$ cat src/rtl/clock_pkg.sv
// Shared constants and types for the time-setting front end.
// Field limits, AM/PM codes, the per-button FSM state type and a wrap helper.
package clock_pkg;

  localparam logic [5:0] MAX_SECS    = 6'd59;
  localparam logic [5:0] MAX_MINS    = 6'd59;
  localparam logic [5:0] MAX_HOURS24 = 6'd23;

  localparam logic [1:0] AP_AM = 2'b00;
  localparam logic [1:0] AP_PM = 2'b01;

  typedef enum logic [1:0] {
    IDLE,
    HOLD,
    REPEAT
  } set_state_t;

  function automatic logic [5:0] wrap_inc(input logic [5:0] val, input logic [5:0] max_val);
    return (val >= max_val) ? 6'd0 : val + 6'd1;
  endfunction

endpackage

$ cat src/rtl/set_field_fsm.sv
// Press detect plus hold/auto-repeat timing for one set button.
// The inc_o output is a single-cycle increment request for the owning field.
module set_field_fsm
  import clock_pkg::*;
#(
  parameter int unsigned HOLD_CYCLES   = 50_000_000,
  parameter int unsigned REPEAT_CYCLES = 10_000_000
) (
  input  logic clk,
  input  logic reset,
  input  logic enable,
  input  logic btn,
  output logic inc_o
);

  localparam int unsigned MaxCycles = (HOLD_CYCLES > REPEAT_CYCLES) ? HOLD_CYCLES : REPEAT_CYCLES;
  localparam int unsigned CntW      = (MaxCycles > 1) ? $clog2(MaxCycles) : 1;
  localparam logic [CntW-1:0] HoldLast   = CntW'(HOLD_CYCLES - 1);
  localparam logic [CntW-1:0] RepeatLast = CntW'(REPEAT_CYCLES - 1);

  set_state_t      r_state, w_state_d;
  logic [CntW-1:0] r_cnt, w_cnt_d;
  logic            r_btn_q;
  logic            w_press;

  assign w_press = btn & ~r_btn_q;

  // btn_q resets high so a button held through reset must be released first.
  always_ff @(posedge clk or posedge reset) begin
    if (reset) begin
      r_state <= IDLE;
      r_cnt   <= '0;
      r_btn_q <= 1'b1;
    end else begin
      r_state <= w_state_d;
      r_cnt   <= w_cnt_d;
      r_btn_q <= btn;
    end
  end

  always_comb begin
    w_state_d = r_state;
    w_cnt_d   = r_cnt;
    inc_o     = 1'b0;
    if (!enable) begin
      w_state_d = IDLE;
    end else begin
      case (r_state)
        IDLE: begin
          if (w_press) begin
            inc_o     = 1'b1;
            w_cnt_d   = '0;
            w_state_d = HOLD;
          end
        end
        HOLD: begin
          if (!btn) begin
            w_state_d = IDLE;
          end else if (r_cnt == HoldLast) begin
            inc_o     = 1'b1;
            w_cnt_d   = '0;
            w_state_d = REPEAT;
          end else begin
            w_cnt_d = r_cnt + CntW'(1);
          end
        end
        REPEAT: begin
          if (!btn) begin
            w_state_d = IDLE;
          end else if (r_cnt == RepeatLast) begin
            inc_o   = 1'b1;
            w_cnt_d = '0;
          end else begin
            w_cnt_d = r_cnt + CntW'(1);
          end
        end
        default: w_state_d = IDLE;
      endcase
    end
  end

endmodule

$ cat src/rtl/time_set_ctrl.sv
// Hour/minute/second setting controller: three button FSMs drive wrapping field
// registers, with 12/24 h hour presentation and an AM/PM flag derived combinationally.
module time_set_ctrl
  import clock_pkg::*;
#(
  parameter int unsigned HOLD_CYCLES   = 50_000_000,
  parameter int unsigned REPEAT_CYCLES = 10_000_000
) (
  input  logic       clk,
  input  logic       reset,
  input  logic       enable,
  input  logic       fmt12,
  input  logic       hours_btn,
  input  logic       mins_btn,
  input  logic       secs_btn,
  output logic [5:0] hours_o,
  output logic [5:0] mins_o,
  output logic [5:0] secs_o,
  output logic [1:0] A_P_o,
  output logic       changed_o
);

  logic [5:0] r_h24, r_m, r_s;
  logic       r_changed;
  logic       w_inc_h, w_inc_m, w_inc_s;
  logic [5:0] w_h_mod12;

  set_field_fsm #(
    .HOLD_CYCLES  (HOLD_CYCLES),
    .REPEAT_CYCLES(REPEAT_CYCLES)
  ) u_hours_fsm (
    .clk   (clk),
    .reset (reset),
    .enable(enable),
    .btn   (hours_btn),
    .inc_o (w_inc_h)
  );

  set_field_fsm #(
    .HOLD_CYCLES  (HOLD_CYCLES),
    .REPEAT_CYCLES(REPEAT_CYCLES)
  ) u_mins_fsm (
    .clk   (clk),
    .reset (reset),
    .enable(enable),
    .btn   (mins_btn),
    .inc_o (w_inc_m)
  );

  set_field_fsm #(
    .HOLD_CYCLES  (HOLD_CYCLES),
    .REPEAT_CYCLES(REPEAT_CYCLES)
  ) u_secs_fsm (
    .clk   (clk),
    .reset (reset),
    .enable(enable),
    .btn   (secs_btn),
    .inc_o (w_inc_s)
  );

  // Fields wrap independently; there is deliberately no carry between them.
  always_ff @(posedge clk or posedge reset) begin
    if (reset) begin
      r_h24     <= 6'd0;
      r_m       <= 6'd0;
      r_s       <= 6'd0;
      r_changed <= 1'b0;
    end else begin
      if (w_inc_h) r_h24 <= wrap_inc(r_h24, MAX_HOURS24);
      if (w_inc_m) r_m   <= wrap_inc(r_m, MAX_MINS);
      if (w_inc_s) r_s   <= wrap_inc(r_s, MAX_SECS);
      r_changed <= w_inc_h | w_inc_m | w_inc_s;
    end
  end

  always_comb begin
    w_h_mod12 = (r_h24 >= 6'd12) ? r_h24 - 6'd12 : r_h24;
    if (fmt12) begin
      hours_o = (w_h_mod12 == 6'd0) ? 6'd12 : w_h_mod12;
    end else begin
      hours_o = r_h24;
    end
    A_P_o = (r_h24 >= 6'd12) ? AP_PM : AP_AM;
  end

  assign mins_o    = r_m;
  assign secs_o    = r_s;
  assign changed_o = r_changed;

endmodule

$ cat config.mk
export PLATFORM = sky130hd
export DESIGN_NAME = time_set_ctrl
export DESIGN_NICKNAME = d
export VERILOG_FILES = /design/src/rtl/clock_pkg.sv /design/src/rtl/set_field_fsm.sv /design/src/rtl/time_set_ctrl.sv
export SDC_FILE = /design/constraint.sdc
export NUM_CORES = 1
export LEC_CHECK = 0
export CAP_MARGIN = 20
export CELL_PAD_IN_SITES_DETAIL_PLACEMENT = 1
export CELL_PAD_IN_SITES_GLOBAL_PLACEMENT = 2
export CORE_MARGIN = 5
export CORE_UTILIZATION = 36
export DETAILED_ROUTE_END_ITERATION = 8
export DONT_BUFFER_PORTS = 1
export PLACE_DENSITY = 0.85
export SLEW_MARGIN = 20
export SYNTH_ARGS = -nofsm -noshare
export SYNTH_HDL_FRONTEND = slang
export SYNTH_HIERARCHICAL = 1
export SYNTH_SLANG_ARGS = --single-unit
export TNS_END_PERCENT = 100
$ cat constraint.sdc
create_clock -name clk -period 2.5 [get_ports clk]
set_input_delay 0.375 -clock clk [delete_from_list [all_inputs] [get_ports clk]]
set_output_delay 0.375 -clock clk [all_outputs]
set_load 0.05 [all_outputs]
* Yosys cells after proc, flatten, opt, wreduce, memory -nomap -nowiden *
Index checks and enable logic that the tools add are counted.

storage, ports and cells
  input port bits = 7
  register bits = 106

operators by class
  $add $sub $neg = 7
  order comparisons = 4
  bitwise operators = 8
  reductions and logical operators = 13
  equal/unequal tests = 30
  muxes and demuxes = 64

operator list
  operator                                                                              number
  26-bit 2-to-1 mux                                                                     15
  26-bit case mux with 3 select lines                                                   3
  26-bit by 1-bit adder with 26-bit output (second input constant)                      3
  26-bit by 24-bit equality test with 1-bit output (second input constant)              3
  26-bit equality test (second input constant)                                          3
  6-bit 2-to-1 mux                                                                      6
  2-bit 2-to-1 mux                                                                      15
  1-bit 2-to-1 mux                                                                      19
  6-bit by 1-bit adder with 6-bit output (second input constant)                        3
  2-bit case mux with 3 select lines                                                    3
  5-bit AND reduction                                                                   3
  6-bit greater-or-equal comparator (second input constant)                             2
  2-bit != test (second input constant)                                                 6
  4-bit by 3-bit != test with 1-bit output (second input constant)                      3
  3-bit by 2-bit != test with 1-bit output (second input constant)                      3
  3-bit != test (second input constant)                                                 3
  1-bit case mux with 3 select lines                                                    3
  3-bit AND reduction                                                                   3
  3-bit nonzero test                                                                    3
  2-bit by 1-bit equality test with 1-bit output (second input constant)                3
  2-bit equality test (second input constant)                                           3
  6-bit by 4-bit greater-or-equal comparator with 1-bit output (second input constant)  1
  6-bit by 5-bit greater-or-equal comparator with 1-bit output (second input constant)  1
  2-bit zero test                                                                       3
  6 further kinds                                                                       13

* Logic depth before layout (Yosys ltp) *
Gate-level depths: netlist (run 1).

  depth after elaboration = 7
  depth in mapped cells = 11
  depth with buffers taken out = 9

* Cells and area by module *
The synthesis (run 1) kept the hierarchy.

modules (own cells, without submodules)
  module         seq. area each (µm²)  times used  area an instance (µm²)  cells an instance
  set_field_fsm  726.9                 3           2025.7                  238
  time_set_ctrl  475.5                 1           1198.6                  134

* Least setup slack after synthesis (run 1) *
Ideal clock, no wire load.

  path type = register to register
  start = register u_hours_fsm.r_cnt[22]
  end = register r_h24[0]
  required time = 2.435 ns
  stages on the path, launching flop included = 9
  setup time = 0.065 ns
  path buffers = 0
  period minus slack after synthesis = 2.585 ns
  arrival time = 2.519 ns
  slack = -0.085 ns
  cell sequence = dfrtp_1 or4_1 nor4_1 and2_1 o211ai_1 a211oi_1 inv_1 a211oi_1 mux2_2

between the ends
  word-level cells in the longest chain between the ends = 5
  elaborated cells on any way between the ends = 8

RTL lines
  what                                                                                      line                                      text
  from (decl)                                                                               set_field_fsm.sv:22                       logic [CntW-1:0] r_cnt, w_cnt_d;
  from (signal assigned)                                                                    set_field_fsm.sv:36                       r_cnt <= w_cnt_d;
  26-bit by 24-bit equality test with 1-bit output or 26-bit equality test (tied branches)  set_field_fsm.sv:70, set_field_fsm.sv:59
  1-bit 2-to-1 mux (on tied branches)                                                       set_field_fsm.sv:70, set_field_fsm.sv:59
  1-bit 2-to-1 mux (on tied branches)                                                       set_field_fsm.sv:68, set_field_fsm.sv:57
  1-bit case mux with 3 select lines (*)                                                    set_field_fsm.sv:48                       case (r_state)
  1-bit 2-to-1 mux (*)                                                                      set_field_fsm.sv:45                       if (!enable) begin
  named net w_inc_h                                                                         time_set_ctrl.sv:25                       logic w_inc_h, w_inc_m, w_inc_s;
  to (signal assigned)                                                                      time_set_ctrl.sv:69                       if (w_inc_h) r_h24 <= wrap_inc(r_h24, MAX_HOURS24);
  to (decl)                                                                                 time_set_ctrl.sv:23                       logic [5:0] r_h24, r_m, r_s;

Mark *: on every way through the listed nets, which the timed path passes. The rest lies on a longest branch.
A chain may end at the register's enable or synchronous reset.

* Worst setup path in the final report (run 1) *
  start = register u_secs_fsm.r_cnt[1]
  end = register u_secs_fsm.r_cnt[2]

between the ends
  word-level cells in the longest chain between the ends = 4
  elaborated cells on any way between the ends = 8

RTL lines
  what                                                              line
  from (decl)                                                       set_field_fsm.sv:22
  from (signal assigned)                                            set_field_fsm.sv:36
  26-bit by 1-bit adder with 26-bit output (tied with other cells)  set_field_fsm.sv:64, set_field_fsm.sv:74
  26-bit 2-to-1 mux (on tied branches)                              set_field_fsm.sv:70, set_field_fsm.sv:59
  26-bit 2-to-1 mux (on tied branches)                              set_field_fsm.sv:68, set_field_fsm.sv:57
  26-bit case mux with 3 select lines (*)                           set_field_fsm.sv:48

Mark *: on every way between the ends. The rest lies on a longest branch, timed or not. The select of a mux whose other input is x is not followed.

==> flow_metrics.tcl, run 1 <==
set metrics [dict create \
    grt_antenna_before_repair 0 \
    status "finished, final reports clean" \
    period_needed_ns 2.47 \
    worst_ir_drop_vdd_v 0.000335 \
    max_cap_viol_count 0 \
    max_freq_mhz 405 \
    vias_per_cell 5.91 \
    cts_tree "built" \
    critPathMaxFanout 16 \
    cts_buffers 9 \
    crit_arrival_ns 2.69 \
    ys_seq_area_share_pct 36.5 \
    clk_latency_ns 0.36 \
    insertedDiodeCount 0 \
    io_buffers 0 \
    end_kind "flip-flop" \
    drive_above_1_share_pct 21.8 \
    hpwlAfterDp_um 16400 \
    ant_nets 0 \
    maxSlewHeadroom_pct 46.6 \
    drcViolationCount 0 \
    track_usage_pct 20.0 \
    cts_sinks 106 \
    criticalPathCategory "flip-flop to flip-flop" \
    final_common_cell "buf_4" \
    first_global_vias 7433 \
    synth-seq-cells 106 \
    async_reset_ff_share_pct 100 \
    synth_flop_cell "dfrtp_1" \
    rows 52 \
    power_density_mw_per_mm2 851 \
    firstDrtPassIters 5 \
    skew_ns 0.00447 \
    routed_wl_um 23400 \
    yosys.area.top_type_share_pct 35.4 \
    post-place-ws_ns -0.0674 \
    synthTopCellsByArea "dfrtp_1 35%, o211ai_1 7.2%, nand2_1 6.0%" \
    worstMarginPinSlew_ns 0.793 \
    grt_pass1_wl_um 39100 \
    grt_overflow_total 0 \
    place_congestion 0.845 \
    post-route-util_pct 43.8 \
    finalNetCount 962 \
    io_pins 28 \
    drtIter0Drc 470 \
    die_w_um 152 \
    synth_fp_nets 879 \
    hold_class "input pin to async pin" \
    root_buffer "clkbuf_16" \
    crit_required_ns 2.72 \
    cts_buffer_depth 2 \
    grt_setup_unrepaired "true" \
    slowest_stage "dfrtp_1" \
    multi_input_area_sq_mm 0.00431 \
    ys_warn_count 6 \
    cpPeakStageDelay_ns 0.41 \
    fillers 2388 \
    final_hold_viol_count 0 \
    num_vias 7122 \
    die-area_sq_mm 0.0232 \
    maxSlewViolCount 0 \
    area_growth_pct 20.7 \
    critical_path.cell_chain "ha_1 > and4_2 > and4_1 > a21boi_1 > buf_6 > o21ai_2 > buf_4 > o311ai_0" \
    core-area_sq_mm 0.0200 \
    syn_avg_cell_area_sq_um 8.58 \
    synth_area_sq_mm 0.00728 \
    grt_max_degree 30 \
    fin_crit_sh_pct 98.9 \
    synth-edff-count 0 \
    synth_top_cell_by_area "dfrtp_1" \
    seq_area_sq_mm 0.00266 \
    ys_types 64 \
    power_leakage_nw 3.54 \
    cts.clk_slew.worst_paths_ns 0.07 \
    die_height_um 152 \
    final_cell_mix "120 x buf_4, 117 x nand2_1, 101 x dfrtp_1" \
    setup_viol_count_final 0 \
    start_util_pct 36.3 \
    wire_per_inst_um 19.4 \
    htreeDepth 3 \
    worst_setup_path_start_kind "flip-flop" \
    timing.final.ws_setup_ns 0.0284 \
    synth_cells 848 \
    tns_ns 0 \
]
[through the flow]
stage	instance area [sq um]	hold WS, ns	total power [mW]	std cells
floorplan	7280	0.326	4.41	848
global placement	8150	0.311	5.59	1171
detailed placement	8150	0.311	5.68	1171
CTS	8530	0.0475	7.38	1191
global route	8780	0.0977	7.92	1206
finish	8780	0.0362	7.47	1206
[final cells by class]
| cell class | instances | area share [%] |
|---|---|---|
| tap | 270 | 3.85 |
| sequential | 106 | 30.3 |
| clock inverter | 6 | 1.20 |
| clock buffer | 10 | 2.61 |
| multi-input combinational | 647 | 49.1 |
| inverter | 40 | 1.71 |
| timing repair buffer | 127 | 11.2 |
[what timing repair did]
action,4_1_cts,5_1_grt
hold endpoints to repair,67,0
buffers inserted,0,14
hold buffers,4,0
setup endpoints to repair,10,44
gates cloned,0,1
pin swaps,3,12
gates resized for setup,3,32
[sequential cells by signal, summed over array words and instances, names as in the netlist]
signal / count
r_h24: 6
secs_o: 6
mins_o: 6
u_secs_fsm/r_cnt: 26
u_hours_fsm/r_cnt: 26
u_secs_fsm/r_btn_q: 1
u_secs_fsm/r_state: 2
u_mins_fsm/r_state: 2
u_hours_fsm/r_state: 2
u_hours_fsm/r_btn_q: 1
u_mins_fsm/r_cnt: 26
changed_o: 1
u_mins_fsm/r_btn_q: 1
[synthesized netlist by cell type, drive strengths merged, types with 16 or more instances]
cell type  instances
nand4             35
dfrtp            103
nor3              26
o211ai            70
ha                24
o2111ai           18
or3               16
nand3             30
and4              21
clkbuf            35
nand2            117
o21ai             77
nor2              20
inv               40
buf               17
[routing by layer]
layer	GRT usage, %	vias up	wire length, um
met5	0	-	0
met4	4.97	0	340
met3	3.49	25	687
met2	34.6	103	11700
met1	26.1	3607	10600
li1	-	3387	-
[where the power goes]
group | leakage [nW] | internal, mW | switching, mW
Sequential | 1.43 | 2.01 | 0.508
Clock | 0.166 | 0.976 | 0.682
Combinational | 1.95 | 1.23 | 2.06
Total | 3.54 | 4.22 | 3.25
[worst max-delay path: cells and delay by family (launching register included)]
| kind | cells | cell delay (ns) |
|---|---|---|
| AO/OA/AOI/OAI | 3 | 0.73 |
| adder cells (fa/ha/maj) | 1 | 0.25 |
| buffers and inverters | 2 | 0.42 |
| AND/OR/NAND/NOR | 2 | 0.51 |
| flip-flops | 1 | 0.41 |
[worst paths after layout]
check	start	to	slack, ns	depth (start not counted)
max	u_secs_fsm/r_cnt[1]	u_secs_fsm/r_cnt[2]	0.03	8
min	reset	r_h24[5]	0.04	1
max reg2reg	u_secs_fsm/r_cnt[1]	u_secs_fsm/r_cnt[2]	0.03	8
min reg2reg	u_mins_fsm/r_cnt[1]	u_mins_fsm/r_cnt[1]	0.55	2
max in group asynchronous	reset	u_secs_fsm/r_cnt[11]	1.26	3
min in group clk	enable	u_mins_fsm/r_state[0]	0.23	2
[kinds of logic (layout without fill, tap and decap cells)]
logic type | Yosys count | count (layout) | synth area share, %
DFF | 106 | 106 | 36.5
adders and majority gates | 24 | 24 | 4.13
xor gates and xnor gates | 5 | 5 | 0.602
buffers and inverters | 95 | 183 | 6.40
and+or+nand+nor | 347 | 347 | 25.9
AOI/OAI and AO/OA | 259 | 259 | 24.8
muxes | 11 | 11 | 1.56
other | 1 | 1 | 0.0515
(Power assumes the default switching activity.)
==> run 2, diff against run 1 <==
--- a/config.mk
+++ b/config.mk
@@ -12,6 +12,7 @@
 export CORE_UTILIZATION = 36
 export DETAILED_ROUTE_END_ITERATION = 8
 export DONT_BUFFER_PORTS = 1
+export GPL_TIMING_DRIVEN = 0
 export PLACE_DENSITY = 0.85
 export SLEW_MARGIN = 20
 export SYNTH_ARGS = -nofsm -noshare
==> flow_metrics.tcl, run 2 (synthesized netlist as in run 1, its figures left out) <==
set metrics [dict create \
    wire_per_inst_um 19.1 \
    die_w_um 152 \
    area_growth_pct 19.0 \
    first_global_vias 7105 \
    grt_pass1_wl_um 37100 \
    cts_tree "built" \
    worstMarginPinSlew_ns 0.949 \
    io_pins 28 \
    reg2reg_depth 9 \
    cts_buffers 9 \
    post-place-ws_ns -0.600 \
    drcViolationCount 0 \
    hpwlAfterDp_um 14900 \
    rows 52 \
    power_switching_mw 3.30 \
    final_hold_viol_count 37 \
    finalPower_mw 7.29 \
    start_util_pct 36.3 \
    largest_registers "u_hours_fsm/r_cnt: 26 flops, u_mins_fsm/r_cnt: 26 flops, u_secs_fsm/r_cnt: 26 flops" \
    status "finished, violations left" \
    htreeDepth 3 \
    io_buffers 0 \
    insertedDiodeCount 0 \
    maxSlewHeadroom_pct 36.3 \
    p_int_mw 3.99 \
    hold_class "input pin to async pin" \
    p_sw_share_pct 45.3 \
    fillers 2371 \
    cts.clk_slew.worst_paths_ns 0.07 \
    skew_ns 0.0114 \
    vias_per_cell 5.95 \
    finalNetCount 926 \
    ant_nets 0 \
    setup_viol_count_final 2 \
    period_needed_ns 2.52 \
    power_density_mw_per_mm2 843 \
    power_leakage_nw 3.30 \
    max_freq_mhz 397 \
    drtIter0Drc 475 \
    worst_ir_drop_vdd_v 0.000335 \
    max_cap_viol_count 0 \
    track_usage_pct 18.7 \
    cts_buffer_depth 2 \
    drive_above_1_share_pct 21.4 \
    clock_power_share_pct 22.4 \
    violations "negative hold slack, negative setup slack" \
    multi_input_area_sq_mm 0.00450 \
    die-area_sq_mm 0.0232 \
    grt_setup_unrepaired "true" \
    root_buffer "clkbuf_16" \
    crit_arrival_ns 2.80 \
    timing.final.ws_setup_ns -0.0198 \
    crit_required_ns 2.78 \
    critPathMaxFanout 5 \
    criticalPathCategory "flip-flop to flip-flop" \
    final_cell_mix "117 x nand2_1, 94 x dfrtp_1, 70 x o211ai_1" \
    combPwrFrac_pct 40.9 \
    grt_antenna_before_repair 0 \
    num_vias 6964 \
    end_kind "flip-flop" \
    grt_max_degree 30 \
    tns_ns -0.0372 \
    place_congestion 0.848 \
    fin_crit_sh_pct 101 \
    maxSlewViolCount 0 \
    die_height_um 152 \
    final_common_cell "nand2_1" \
    grt_overflow_total 0 \
    clk_latency_ns 0.36 \
    routed_wl_um 22400 \
    cts_sinks 106 \
    seq_power_share_pct 36.6 \
    worst_setup_path_start_kind "flip-flop" \
    hold-worst-slack_ns -0.00968 \
    core-area_sq_mm 0.0200 \
    firstDrtPassIters 4 \
    seq_area_sq_mm 0.00267 \
]
run 2: changes by cell type in the layout (fill, tap and decap cells not counted), moves of 6 or more:
cell | before | now
buf_2 | 0 | 6
buf_4 | 120 | 43
clkbuf_1 | 1 | 13
clkbuf_2 | 0 | 10
clkbuf_8 | 0 | 6
dfrtp_1 | 101 | 94
dfrtp_2 | 2 | 9
o21ai_0 | 66 | 58
run 2: final timing paths:
check / from / to / slack, ns
setup / recovery: u_secs_fsm/r_cnt[14] / secs_o[3] / -0.02
hold / removal: reset / u_secs_fsm/r_cnt[19] / -0.01
setup reg to reg: u_secs_fsm/r_cnt[14] / secs_o[3] / -0.02
hold reg to reg: u_hours_fsm/r_cnt[1] / u_hours_fsm/r_cnt[1] / 0.55
max in group asynchronous: reset / secs_o[5] / 1.99
min in group clk: mins_btn / u_mins_fsm/r_state[0] / 0.22
run 2: timing repair:
item	CTS	global route
hold buffers	2	1
setup endpoints to repair	92	82
pin swaps	18	15
hold endpoints to repair	2	1
gates resized for setup	59	68
buffers inserted	22	15
run 2: cell type report:
class	count	area share [%]
buffer	51	4.03
clock inverter	5	0.969
sequential	106	30.8
tap	270	3.90
inverter	40	1.76
multi-input combinational	647	52.0
timing repair buffer	40	3.60
clock buffer	11	2.92
run 2: power by group through the flow:
stage               clock [mW]  sequential [mW]  combinational, mW
floorplan                    0             2.56               1.85
global placement             0             2.70               2.40
detailed placement           0             2.71               2.46
CTS                       1.69             2.66               2.80
global route              1.76             2.73               3.25
finish                    1.63             2.67               2.99
run 2: metrics by stage:
stage	hold slack (ns)	std cells	instance area, sq um	utilization (%)
floorplan	0.326	848	7280	-
global placement	0.380	1118	7620	38.0
detailed placement	0.380	1118	7620	38.0
CTS	0.000666	1155	8360	41.7
global route	0.0352	1170	8650	43.2
finish	-0.00968	1170	8650	43.2
run 2: critical path: stages (launching register included):
cell	delay, ns
dfrtp_2	0.43
or4_4	0.53
nor4_4	0.19
and2_1	0.16
o211ai_1	0.13
a211oi_2	0.32
clkbuf_8	0.20
nand4_1	0.15
buf_4	0.21
o21ai_1	0.11
run 2: per-layer routing:
| metal | GRT usage [%] | up-vias | part of all wire, % |
|---|---|---|---|
| li1 | - | 3316 | - |
| met1 | 26.0 | 3522 | 47 |
| met2 | 31.3 | 112 | 49 |
| met3 | 2.53 | 14 | 3.3 |
| met4 | 4.02 | 0 | 0.86 |
| met5 | 0 | - | 0 |
==> run 3, diff against run 2 <==
--- a/config.mk
+++ b/config.mk
@@ -8,12 +8,14 @@
 export CAP_MARGIN = 20
 export CELL_PAD_IN_SITES_DETAIL_PLACEMENT = 1
 export CELL_PAD_IN_SITES_GLOBAL_PLACEMENT = 2
+export CORE_ASPECT_RATIO = 1.4
 export CORE_MARGIN = 5
-export CORE_UTILIZATION = 36
+export CORE_UTILIZATION = 37
+export CTS_BUF_LIST = sky130_fd_sc_hd__clkbuf_8
 export DETAILED_ROUTE_END_ITERATION = 8
 export DONT_BUFFER_PORTS = 1
 export GPL_TIMING_DRIVEN = 0
-export PLACE_DENSITY = 0.85
+export PLACE_DENSITY = 0.87
 export SLEW_MARGIN = 20
 export SYNTH_ARGS = -nofsm -noshare
 export SYNTH_HDL_FRONTEND = slang
==> flow_metrics.tcl, run 3 (synthesized netlist as in run 1, its figures left out) <==
set metrics [dict create \
    r2r_setup_slack_ns -0.05 \
    r2r-start "u_hours_fsm/r_cnt[14]" \
    grt_pass1_wl_um 37700 \
    finalNetCount 928 \
    io_buffers 0 \
    num_vias 6998 \
    track_usage_pct 20.2 \
    cts.clk_slew.worst_paths_ns 0.11 \
    maxSlewHeadroom_pct 36.3 \
    timing.final.ws_setup_ns -0.0454 \
    cts_buffer_depth 2 \
    grt_setup_unrepaired "true" \
    vias_per_cell 6.09 \
    reg2reg_to "r_h24[3]" \
    clk_latency_ns 0.39 \
    io_pins 28 \
    power_density_mw_per_mm2 801 \
    die_w_um 129 \
    finalPower_mw 6.82 \
    fillers 2275 \
    root_buffer "clkbuf_8" \
    max_freq_mhz 393 \
    cts_tree "built" \
    crit_arrival_ns 2.87 \
    die-area_sq_mm 0.0226 \
    grt_max_degree 30 \
    drcViolationCount 0 \
    ant_nets 0 \
    start_util_pct 37.7 \
    setup_viol_count_final 3 \
    wire_per_inst_um 19.7 \
    critPathLaunch "u_hours_fsm/r_cnt[14]" \
    max_cap_viol_count 0 \
    drtIter0Drc 373 \
    critPathMaxFanout 3 \
    cts_sinks 106 \
    stdcell_area_sq_mm 0.00852 \
    final_cell_mix "115 x nand2_1, 92 x dfrtp_1, 70 x o211ai_1" \
    routed_wl_um 22700 \
    final_common_cell "nand2_1" \
    status "finished, violations left" \
    hpwlAfterDp_um 15500 \
    grt_antenna_before_repair 0 \
    rows 60 \
    worst_setup_path_start_kind "flip-flop" \
    die_height_um 176 \
    skew_ns 0.0113 \
    largest_registers "u_hours_fsm/r_cnt: 26 flops, u_mins_fsm/r_cnt: 26 flops, u_secs_fsm/r_cnt: 26 flops" \
    final_cells 1150 \
    drive_above_1_share_pct 22.1 \
    first_global_vias 7438 \
    placed_area_sq_mm 0.00759 \
    reg2reg_depth 10 \
    worstMarginPinSlew_ns 0.950 \
    insertedDiodeCount 0 \
    tns_ns -0.0913 \
    htreeDepth 3 \
    post-place-ws_ns -0.665 \
    power_leakage_nw 3.24 \
    criticalPathCategory "flip-flop to flip-flop" \
    critPathCapture "r_h24[3]" \
    dp_cells 1096 \
    fin_crit_sh_pct 102 \
    area_growth_pct 17.1 \
    maxSlewViolCount 0 \
    cts_buffers 9 \
    violations "negative setup slack" \
    crit_required_ns 2.82 \
    place_congestion 0.816 \
    period_needed_ns 2.55 \
    hold_class "input pin to flip-flop" \
    final_hold_viol_count 0 \
    end_kind "flip-flop" \
    firstDrtPassIters 4 \
    grt_overflow_total 0 \
    worst_ir_drop_vdd_v 0.000300 \
    core-area_sq_mm 0.0193 \
]
run 3: metal layers:
metal  GRT usage [%]  up-vias  part of all wire (%)
li1                -     3306                     -
met1            24.6     3580                    43
met2            36.5       85                    53
met3            2.22       27                   2.5
met4            6.87        0                   1.6
met5               0        -                     0
run 3: what timing repair did:
item,4_1_cts,5_1_grt
hold endpoints to repair,106,0
hold buffers,4,0
resized for setup,64,60
buffers inserted,26,14
pin swaps,20,15
setup endpoints to repair,99,86
run 3: worst max-delay path: stages (launching register included):
cell and delay [ns]:
dfrtp_2 0.44, or4_4 0.53, nor4_4 0.20, and2_1 0.18
o211ai_1 0.14, a211oi_4 0.34, buf_4 0.18, nor2b_4 0.15
mux2_4 0.16, a22oi_2 0.08, o22ai_1 0.11
run 3: how the worst min path moves through the flow:
stage	startpoint	end	cells after the start
after floorplan	reset	changed_o	1
after detailed placement	mins_btn	u_mins_fsm/r_btn_q	0
final	mins_btn	u_mins_fsm/r_state[0]	2
after global routing	mins_btn	u_mins_fsm/r_state[0]	2
after CTS	mins_btn	u_mins_fsm/r_state[0]	2
after global placement	mins_btn	u_mins_fsm/r_btn_q	0
run 3: final cells by class:
type                    instances  area, sq um  area share, %
flip-flops and latches        106         2670           31.4
multi-input cells             647         4500           52.9
repair buffers                 44          344           4.04
plain buffers                  49          347           4.07
clock buffers                  10          138           1.62
well taps                     248          310           3.64
inverters                      40          156           1.84
clock inverters                 6         50.0          0.588
run 3: report_power, final:
part	internal [mW]	switching, mW	leakage (nW)
combinational	1.12	1.96	1.74
sequential	2.01	0.655	1.41
clock	0.403	0.672	0.0948
total	3.53	3.29	3.24
run 3: through the flow:
step / hold slack (ns) / utilization (%)
floorplan: 0.326 / -
global placement: 0.380 / 39.3
detailed placement: 0.380 / 39.3
CTS: 0.159 / 42.7
global route: 0.209 / 44.1
finish: 0.183 / 44.1
